`config.mk`:
```
export PLATFORM = sky130hd
export DESIGN_NAME = alu_seq_exec_flat
export DESIGN_NICKNAME = d
export VERILOG_FILES = /design/src/rtl/alu_seq_exec_pkg.sv /design/src/rtl/alu_seq_exec_if.sv /design/src/rtl/alu_seq_exec_shift_iter.sv /design/src/rtl/alu_seq_exec.sv /design/src/flat_wrapper.sv
export SDC_FILE = /design/constraint.sdc
export NUM_CORES = 1
export LEC_CHECK = 0
export BUFFER_PORTS_ARGS = -buffer_cell sky130_fd_sc_hd__buf_2
export CORE_UTILIZATION = 38
export CTS_CLUSTER_DIAMETER = 200
export DETAILED_ROUTE_END_ITERATION = 12
export MAX_ROUTING_LAYER = met4
export SLEW_MARGIN = 20
export SYNTH_ARGS = -nofsm -noshare
export SYNTH_HDL_FRONTEND = slang
export SYNTH_SLANG_ARGS = --single-unit
```
`constraint.sdc`:
```
create_clock -name clk -period 2.8 [get_ports clk]
set_input_delay 0.56 -clock clk [delete_from_list [all_inputs] [get_ports clk]]
set_output_delay 0.56 -clock clk [all_outputs]
set_load 0.005 [all_outputs]
```
`src/rtl/alu_seq_exec_pkg.sv`:
```
// Shared definitions for the multi-cycle execute unit: op codes, FSM states and
// op classification helpers used by the unit and its ALU control decoder.
package alu_seq_exec_pkg;

    localparam int SHAMT_W = 5;

    typedef enum logic [4:0] {
        ALU_ADD     = 5'b00000,
        ALU_SUB     = 5'b00001,
        ALU_XOR     = 5'b00010,
        ALU_OR      = 5'b00011,
        ALU_AND     = 5'b00100,
        ALU_SLL     = 5'b00101,
        ALU_SRL     = 5'b00110,
        ALU_SRA     = 5'b00111,
        ALU_SLT     = 5'b01000,
        ALU_SLTU    = 5'b01001,
        ALU_SLLI    = 5'b01010,
        ALU_SRLI    = 5'b01011,
        ALU_SRAI    = 5'b01100,
        ALU_EQ      = 5'b01101,
        ALU_NE      = 5'b01110,
        ALU_GE      = 5'b01111,
        ALU_GEU     = 5'b10000,
        ALU_INVALID = 5'b11111
    } alu_op_e;

    typedef enum logic [1:0] {
        ST_IDLE,
        ST_SHIFT,
        ST_DONE
    } state_e;

    function automatic logic is_shift(input logic [4:0] op);
        case (op)
            ALU_SLL, ALU_SRL, ALU_SRA, ALU_SLLI, ALU_SRLI, ALU_SRAI: return 1'b1;
            default: return 1'b0;
        endcase
    endfunction

    function automatic logic is_left(input logic [4:0] op);
        return (op == ALU_SLL) || (op == ALU_SLLI);
    endfunction

    function automatic logic is_arith(input logic [4:0] op);
        return (op == ALU_SRA) || (op == ALU_SRAI);
    endfunction

    // Codes above GEU are unassigned, so legality is a simple range test.
    function automatic logic is_legal(input logic [4:0] op);
        return op <= ALU_GEU;
    endfunction

endpackage

```
`src/rtl/alu_seq_exec_if.sv`:
```
// Operand/result valid-ready channel between the operand mux, the execute unit
// and writeback/branch logic.
interface alu_seq_exec_if #(parameter int XLEN = 32);

    logic            in_valid;
    logic            in_ready;
    logic [4:0]      alu_op;
    logic [XLEN-1:0] op_a;
    logic [XLEN-1:0] op_b;
    logic            out_valid;
    logic            out_ready;
    logic [XLEN-1:0] result;
    logic            branch_take;
    logic            illegal_op;

    modport master (
        output in_valid, alu_op, op_a, op_b, out_ready,
        input  in_ready, out_valid, result, branch_take, illegal_op
    );

    modport slave (
        input  in_valid, alu_op, op_a, op_b, out_ready,
        output in_ready, out_valid, result, branch_take, illegal_op
    );

endinterface

```
`src/rtl/alu_seq_exec_shift_iter.sv`:
```
// Iterative shifter: shifts by SHIFT_STEP bits per cycle, finishing with the residue.
// last_step flags the cycle whose step_value is the final shifted result.
module alu_seq_exec_shift_iter
    import alu_seq_exec_pkg::*;
#(
    parameter int XLEN       = 32,
    parameter int SHIFT_STEP = 1
) (
    input  logic               clk,
    input  logic               reset,
    input  logic               start,
    input  logic [XLEN-1:0]    start_value,
    input  logic [SHAMT_W-1:0] start_amt,
    input  logic               start_left,
    input  logic               start_arith,
    output logic [XLEN-1:0]    step_value,
    output logic               last_step
);

    localparam logic [SHAMT_W:0] STEP = (SHAMT_W + 1)'(SHIFT_STEP);

    logic [XLEN-1:0]  value_q;
    logic [SHAMT_W:0] rem_q;
    logic [SHAMT_W:0] step_amt;
    logic             left_q;
    logic             arith_q;

    always_comb begin
        step_amt = (rem_q < STEP) ? rem_q : STEP;
        if (left_q)
            step_value = value_q << step_amt;
        else if (arith_q)
            step_value = $signed(value_q) >>> step_amt;
        else
            step_value = value_q >> step_amt;
        last_step = (rem_q != '0) && (rem_q <= STEP);
    end

    always_ff @(posedge clk or posedge reset) begin
        if (reset) begin
            value_q <= '0;
            rem_q   <= '0;
            left_q  <= 1'b0;
            arith_q <= 1'b0;
        end else if (start) begin
            value_q <= start_value;
            rem_q   <= {1'b0, start_amt};
            left_q  <= start_left;
            arith_q <= start_arith;
        end else if (rem_q != '0) begin
            value_q <= step_value;
            rem_q   <= rem_q - step_amt;
        end
    end

endmodule

```
`src/rtl/alu_seq_exec.sv`:
```
// Multi-cycle execute unit: one op per valid/ready transfer, iterative shifts.
// Define ALU_BARREL_SHIFT_EN to replace the iterative shifter with a one-cycle barrel shifter.
module alu_seq_exec
    import alu_seq_exec_pkg::*;
#(
    parameter int XLEN       = 32,
    parameter int SHIFT_STEP = 1
) (
    input  logic           clk,
    input  logic           reset,
    alu_seq_exec_if.slave  bus
);

    state_e             state_q, state_d;
    logic [XLEN-1:0]    result_q, result_d, alu_value;
    logic               take_q, take_d, illegal_q, illegal_d;
    logic               cond, accept, go_iter;
    logic [SHAMT_W-1:0] shamt;

    assign shamt           = bus.op_b[SHAMT_W-1:0];
    assign bus.in_ready    = (state_q == ST_IDLE) || ((state_q == ST_DONE) && bus.out_ready);
    assign accept          = bus.in_valid && bus.in_ready;
    assign bus.out_valid   = (state_q == ST_DONE);
    assign bus.result      = result_q;
    assign bus.branch_take = take_q;
    assign bus.illegal_op  = illegal_q;

    // Single-cycle datapath; in iterative mode shifts only resolve here when the amount is zero.
    always_comb begin
        alu_value = '0;
        cond      = 1'b0;
        case (bus.alu_op)
            ALU_ADD:  alu_value = bus.op_a + bus.op_b;
            ALU_SUB:  alu_value = bus.op_a - bus.op_b;
            ALU_XOR:  alu_value = bus.op_a ^ bus.op_b;
            ALU_OR:   alu_value = bus.op_a | bus.op_b;
            ALU_AND:  alu_value = bus.op_a & bus.op_b;
`ifdef ALU_BARREL_SHIFT_EN
            ALU_SLL, ALU_SLLI: alu_value = bus.op_a << shamt;
            ALU_SRL, ALU_SRLI: alu_value = bus.op_a >> shamt;
            ALU_SRA, ALU_SRAI: alu_value = $signed(bus.op_a) >>> shamt;
`else
            ALU_SLL, ALU_SLLI, ALU_SRL, ALU_SRLI, ALU_SRA, ALU_SRAI: alu_value = bus.op_a;
`endif
            ALU_SLT:  cond = $signed(bus.op_a) < $signed(bus.op_b);
            ALU_SLTU: cond = bus.op_a < bus.op_b;
            ALU_EQ:   cond = bus.op_a == bus.op_b;
            ALU_NE:   cond = bus.op_a != bus.op_b;
            ALU_GE:   cond = $signed(bus.op_a) >= $signed(bus.op_b);
            ALU_GEU:  cond = bus.op_a >= bus.op_b;
            default:  alu_value = '0;
        endcase
        if (cond)
            alu_value = {{(XLEN-1){1'b0}}, 1'b1};
    end

`ifdef ALU_BARREL_SHIFT_EN
    assign go_iter = 1'b0;
`else
    logic [XLEN-1:0] shift_value;
    logic            shift_last;

    assign go_iter = is_shift(bus.alu_op) && (shamt != '0);

    alu_seq_exec_shift_iter #(
        .XLEN       (XLEN),
        .SHIFT_STEP (SHIFT_STEP)
    ) u_shift_iter (
        .clk         (clk),
        .reset       (reset),
        .start       (accept && go_iter),
        .start_value (bus.op_a),
        .start_amt   (shamt),
        .start_left  (is_left(bus.alu_op)),
        .start_arith (is_arith(bus.alu_op)),
        .step_value  (shift_value),
        .last_step   (shift_last)
    );
`endif

    // DONE accepting a new op chains straight into it, giving one op per cycle.
    always_comb begin
        state_d   = state_q;
        result_d  = result_q;
        take_d    = take_q;
        illegal_d = illegal_q;
        case (state_q)
            ST_IDLE, ST_DONE: begin
                if (accept) begin
                    result_d  = alu_value;
                    take_d    = cond;
                    illegal_d = !is_legal(bus.alu_op);
                    state_d   = go_iter ? ST_SHIFT : ST_DONE;
                end else if ((state_q == ST_DONE) && bus.out_ready) begin
                    state_d = ST_IDLE;
                end
            end
`ifndef ALU_BARREL_SHIFT_EN
            ST_SHIFT: begin
                if (shift_last) begin
                    result_d = shift_value;
                    state_d  = ST_DONE;
                end
            end
`endif
            default: state_d = ST_IDLE;
        endcase
    end

    always_ff @(posedge clk or posedge reset) begin
        if (reset) begin
            state_q   <= ST_IDLE;
            result_q  <= '0;
            take_q    <= 1'b0;
            illegal_q <= 1'b0;
        end else begin
            state_q   <= state_d;
            result_q  <= result_d;
            take_q    <= take_d;
            illegal_q <= illegal_d;
        end
    end

endmodule
```
`src/flat_wrapper.sv`:
```
// flat-port wrapper written by rule: the top's interface ports become plain ports
module alu_seq_exec_flat import alu_seq_exec_pkg::*;
#(
    parameter int XLEN       = 32,
    parameter int SHIFT_STEP = 1
)
  (clk, reset, bus_in_valid, bus_alu_op, bus_op_a, bus_op_b, bus_out_ready, bus_in_ready, bus_out_valid, bus_result, bus_branch_take, bus_illegal_op);
  alu_seq_exec_if #(.XLEN(XLEN)) bus_i ();
  input  logic clk;
  input  logic reset;
  input wire logic [$bits(bus_i.in_valid)-1:0] bus_in_valid;
  input wire logic [$bits(bus_i.alu_op)-1:0] bus_alu_op;
  input wire logic [$bits(bus_i.op_a)-1:0] bus_op_a;
  input wire logic [$bits(bus_i.op_b)-1:0] bus_op_b;
  input wire logic [$bits(bus_i.out_ready)-1:0] bus_out_ready;
  output wire logic [$bits(bus_i.in_ready)-1:0] bus_in_ready;
  output wire logic [$bits(bus_i.out_valid)-1:0] bus_out_valid;
  output wire logic [$bits(bus_i.result)-1:0] bus_result;
  output wire logic [$bits(bus_i.branch_take)-1:0] bus_branch_take;
  output wire logic [$bits(bus_i.illegal_op)-1:0] bus_illegal_op;
  assign bus_i.in_valid = bus_in_valid;
  assign bus_i.alu_op = bus_alu_op;
  assign bus_i.op_a = bus_op_a;
  assign bus_i.op_b = bus_op_b;
  assign bus_i.out_ready = bus_out_ready;
  assign bus_in_ready = bus_i.in_ready;
  assign bus_out_valid = bus_i.out_valid;
  assign bus_result = bus_i.result;
  assign bus_branch_take = bus_i.branch_take;
  assign bus_illegal_op = bus_i.illegal_op;
  alu_seq_exec #(.XLEN(XLEN), .SHIFT_STEP(SHIFT_STEP)) u_core (.clk(clk), .reset(reset), .bus(bus_i));
endmodule
```
==> results.md <==
* Min Clock Period, post-route at 3020 ps
* Standard cell with the maximum stage delay on the critical path: fa_2
* Total net switching power at 2.81 mW
* Clock tree from TritonCTS: yes
* Actual transition at the worst max-transition pin at 604 ps
* Post-DP HPWL at 31500 um
* Maximum VDD drop at 0.255 mV
* Number of warning messages in the yosys log at 0
* Max-slew headroom at the worst pin at 0.597
* Clock latency on the worst-skew pair at 350 ps
* Cell area after synthesis at 9310 sq um
* Largest net degree at the start of global routing at 38
* Area of the placeable core at 23800 sq um
* Capturing element type of the critical path: register
* Pwr/cell area at 458 nW/um^2
* Post-synth top area cell: dfrtp_1
* Global placer's final weighted congestion at 1.01
* Net count after synthesis at 1428
* Synthesized netlist cell count at 1253
* Dominant cells by area after synthesis: dfrtp_1, ha_1, a21oi_1, o21ai_0, nor2_1
* Fraction of power consumed by combinational cells at 0.541
* Buffers & Inverters on Critical Path at 2
* Clock Path Buffers at 2
* Kind of start point of the critical path: input port
* Via density per instance at 5.73
* Setup crit start: bus_op_a[0]
* Total inserted antenna cells at 0
* FP Rows at 56
* Placed Instances at 1966
* Vias in the first global route at 11200
* Worst path cell trace: buf_8 -> ha_4 -> fa_2 -> a21o_1 -> a311oi_2 -> buf_4 -> o21ai_4 -> a311oi_4 -> o41a_1 -> a21oi_2 -> a31o_4 -> and2_4 -> o32a_1 -> o22ai_2
* ANT nets after route at 0
* Maxcap violations at 0
* Relative contribution of the clock network to total power at 0.181
* Path type of the worst min-delay path: in2async
* Leakage power at 6.83 nW
* Setup violators final at 16
* Number of buffers created by CTS at 9
* Number of nets at the end of the flow at 1866
* RSZ-0062 raised after global routing: true
* Category of the most critical setup path: in2reg
* Number of enable flip-flop cells after synthesis at 0
* Internal power component at 3.94 mW
* Count of pins over their slew limit at 0
* Number of ports placed on the die boundary at 109
* Placement Setup Slack at -787 ps
* Sw frac at 0.417
* Prevailing post-synth register cell: dfrtp_1
* Final sum of negative setup slack at -1730 ps
* Overall routed net length at 40500 um
* Wire length of the first global-routing pass at 61600 um
* Portion of the post-synthesis area used by sequential elements at 0.204
* Die Y-Extent at 159 um
* Post-route worst setup slack at -224 ps
* Average size of a mapped cell at 7.43 sq um
* Share of Yosys cell area claimed by the top area cell type at 0.204
* Flop2flop setup slack at 210 ps
* Largest clock skew in the final design at 11.6 ps
* Share of async-settable or async-resettable flops after synthesis at 1.00
* TritonRoute pass-1 iters at 9
* Detailed router's first-iteration violation count at 1013
* Root buffer cell: clkbuf_16
* Maximum operating frequency at 331 MHz
* Data arrival time of the worst path at 3300 ps
* Count of cell types in the netlist at 91
* Violations in the final reports: negative setup slack
* Reg2reg start: u_core.u_shift_iter.rem_q[1]
* Critical path data required time at 3080 ps
* Overall routing resource usage at 0.331
* Worst reg2reg path depth at 8
* Routed wirelength normalized by instance count at 20.1 um
* Congestion Overflow GR at 0
* Outcome: finished with violations
* Via total after detailed routing at 11600
* Horizontal die dimension at 159 um
* I/O Buffers at 108
* Area growth, synth to finish at 58.3%
* Peak fanout along the critical path at 3
* Capture point of the worst reg-to-reg path: u_core.bus.result[12]
* Clock slew at reported path FFs at 70 ps
* Remaining design rule violation count at 0
* Sequential fraction of design power at 0.278
* Number of sinks driven by the clock tree at 76
* Util after Layout at 0.621
* Overall die area at 25100 sq um
* Final hold violation count at 0
* Initial core utilization at 0.392
* CP max stage delay at 340 ps
* Count of placed standard cells in the final layout, fillers left out at 2015
* Level count of the clock H-tree at 3
* Fraction of layout instances using a drive strength above 1 at 0.444
* Top cell family by delay on the critical path: compound AO/OA/AOI/OAI gates
* Post-route fraction of the period consumed by the critical path at 1.08
* Yosys reg bits at 76
* Number of antenna violations at the first check in global routing at 0
## cell type report
type                            count  area (sq um)
Inverter                          103           444
Tap cell                          319           399
Clock inverter                      4          47.5
Clock buffer                       12           256
Timing Repair Buffer              513          3920
Multi-Input combinational cell    988          7780
Sequential cell                    76          1900
Fill cell                        2112          9010
## layer usage
layer | global-route usage | vias up | wire length, um
met1 | 0.442 | 5527 | 18000
met2 | 0.507 | 515 | 18300
li1 | - | 5433 | -
met4 | 0.0980 | 0 | 981
met3 | 0.0599 | 81 | 3220
met5 | - | - | 0
## flip-flops by register name, summed over array words and instances, names as in the netlist
register,cells
u_core.bus.branch_take,1
u_core.u_shift_iter.left_q,1
u_core.bus.result,32
u_core.u_shift_iter.value_q,32
u_core.state_q,2
u_core.u_shift_iter.rem_q,6
u_core.bus.illegal_op,1
u_core.u_shift_iter.arith_q,1
## placed cells by master, fill, tap and decap left out, types with 7 or more instances in the layout
master | netlist | final
a211oi_1 | 12 | 7
a21o_1 | 16 | 16
a21oi_1 | 138 | 106
a21oi_2 | 2 | 29
a221o_1 | 12 | 12
a221oi_1 | 27 | 21
a22oi_1 | 8 | 7
a31oi_1 | 15 | 11
and2_1 | 9 | 10
buf_12 | 0 | 12
buf_2 | 15 | 91
buf_4 | 0 | 376
buf_6 | 4 | 30
clkbuf_16 | 0 | 9
dfrtp_1 | 76 | 75
ha_1 | 100 | 74
ha_4 | 0 | 25
inv_1 | 103 | 63
inv_2 | 0 | 27
inv_4 | 0 | 7
mux2i_1 | 38 | 38
nand2_1 | 105 | 101
nand3_1 | 22 | 22
nor2_1 | 115 | 109
nor2b_1 | 13 | 12
nor3_1 | 25 | 17
o211ai_1 | 9 | 9
o21a_1 | 7 | 7
o21ai_0 | 119 | 98
o21ai_1 | 5 | 8
o21ai_2 | 0 | 14
o21bai_1 | 15 | 14
o221ai_1 | 10 | 8
o22ai_1 | 8 | 7
o31ai_1 | 12 | 10
## worst max-delay path by stage
stage                       endpoint  cells past startpoint
2_1_floorplan  u_core.bus.result[28]                     12
3_3_place_gp   u_core.bus.result[14]                     16
3_5_place_dp   u_core.bus.result[26]                     14
4_1_cts        u_core.bus.result[28]                     14
5_1_grt         u_core.bus.result[0]                     14
6_report       u_core.bus.result[28]                     14
## what timing repair did
item | in CTS | in global routing
resized for setup | 123 | 110
setup endpoints to repair | 23 | 23
hold buffers | 0 | 0
pin swaps | 61 | 64
setup buffers | 29 | 13
## cells in the mapped netlist (12+ instances only)
master    number
a211oi_1      12
a21o_1        16
a21oi_1      138
a221o_1       12
a221oi_1      27
a31oi_1       15
buf_2         15
clkbuf_1      61
dfrtp_1       76
ha_1         100
inv_1        103
mux2i_1       38
nand2_1      105
nand3_1       22
nor2_1       115
nor2b_1       13
nor3_1        25
o21ai_0      119
o21bai_1      15
o31ai_1       12
## cell families (layout without fill, tap and decap cells)
| kind of cell | count (synthesis) | after routing | share of synthesized area |
|---|---|---|---|
| buffers and inverters | 189 | 632 | 0.0819 |
| and+or+nand+nor | 356 | 356 | 0.183 |
| muxes | 41 | 41 | 0.0445 |
| DFF | 76 | 76 | 0.204 |
| xor gates and xnor gates | 6 | 6 | 0.00564 |
| AOI/OAI and AO/OA | 483 | 483 | 0.342 |
| adders and majority gates | 102 | 102 | 0.139 |
## power by group through the flow
stage / combinational [mW] / clock [mW] / sequential (mW)
floorplan: 1.83 / 0 / 1.75
global placement: 3.17 / 0 / 1.87
detailed placement: 3.22 / 0 / 1.88
CTS: 3.43 / 1.22 / 1.86
global route: 3.97 / 1.27 / 1.91
finish: 3.65 / 1.22 / 1.88
## metrics by stage
| stage | total power [mW] | hold WS [ps] | area (sq um) |
|---|---|---|---|
| floorplan | 3.58 | 463 | 9650 |
| global placement | 5.04 | 446 | 13100 |
| detailed placement | 5.10 | 460 | 13100 |
| CTS | 6.51 | 209 | 14200 |
| global route | 7.14 | 226 | 14700 |
| finish | 6.75 | 195 | 14700 |
Power figures use the tool's default switching activity.
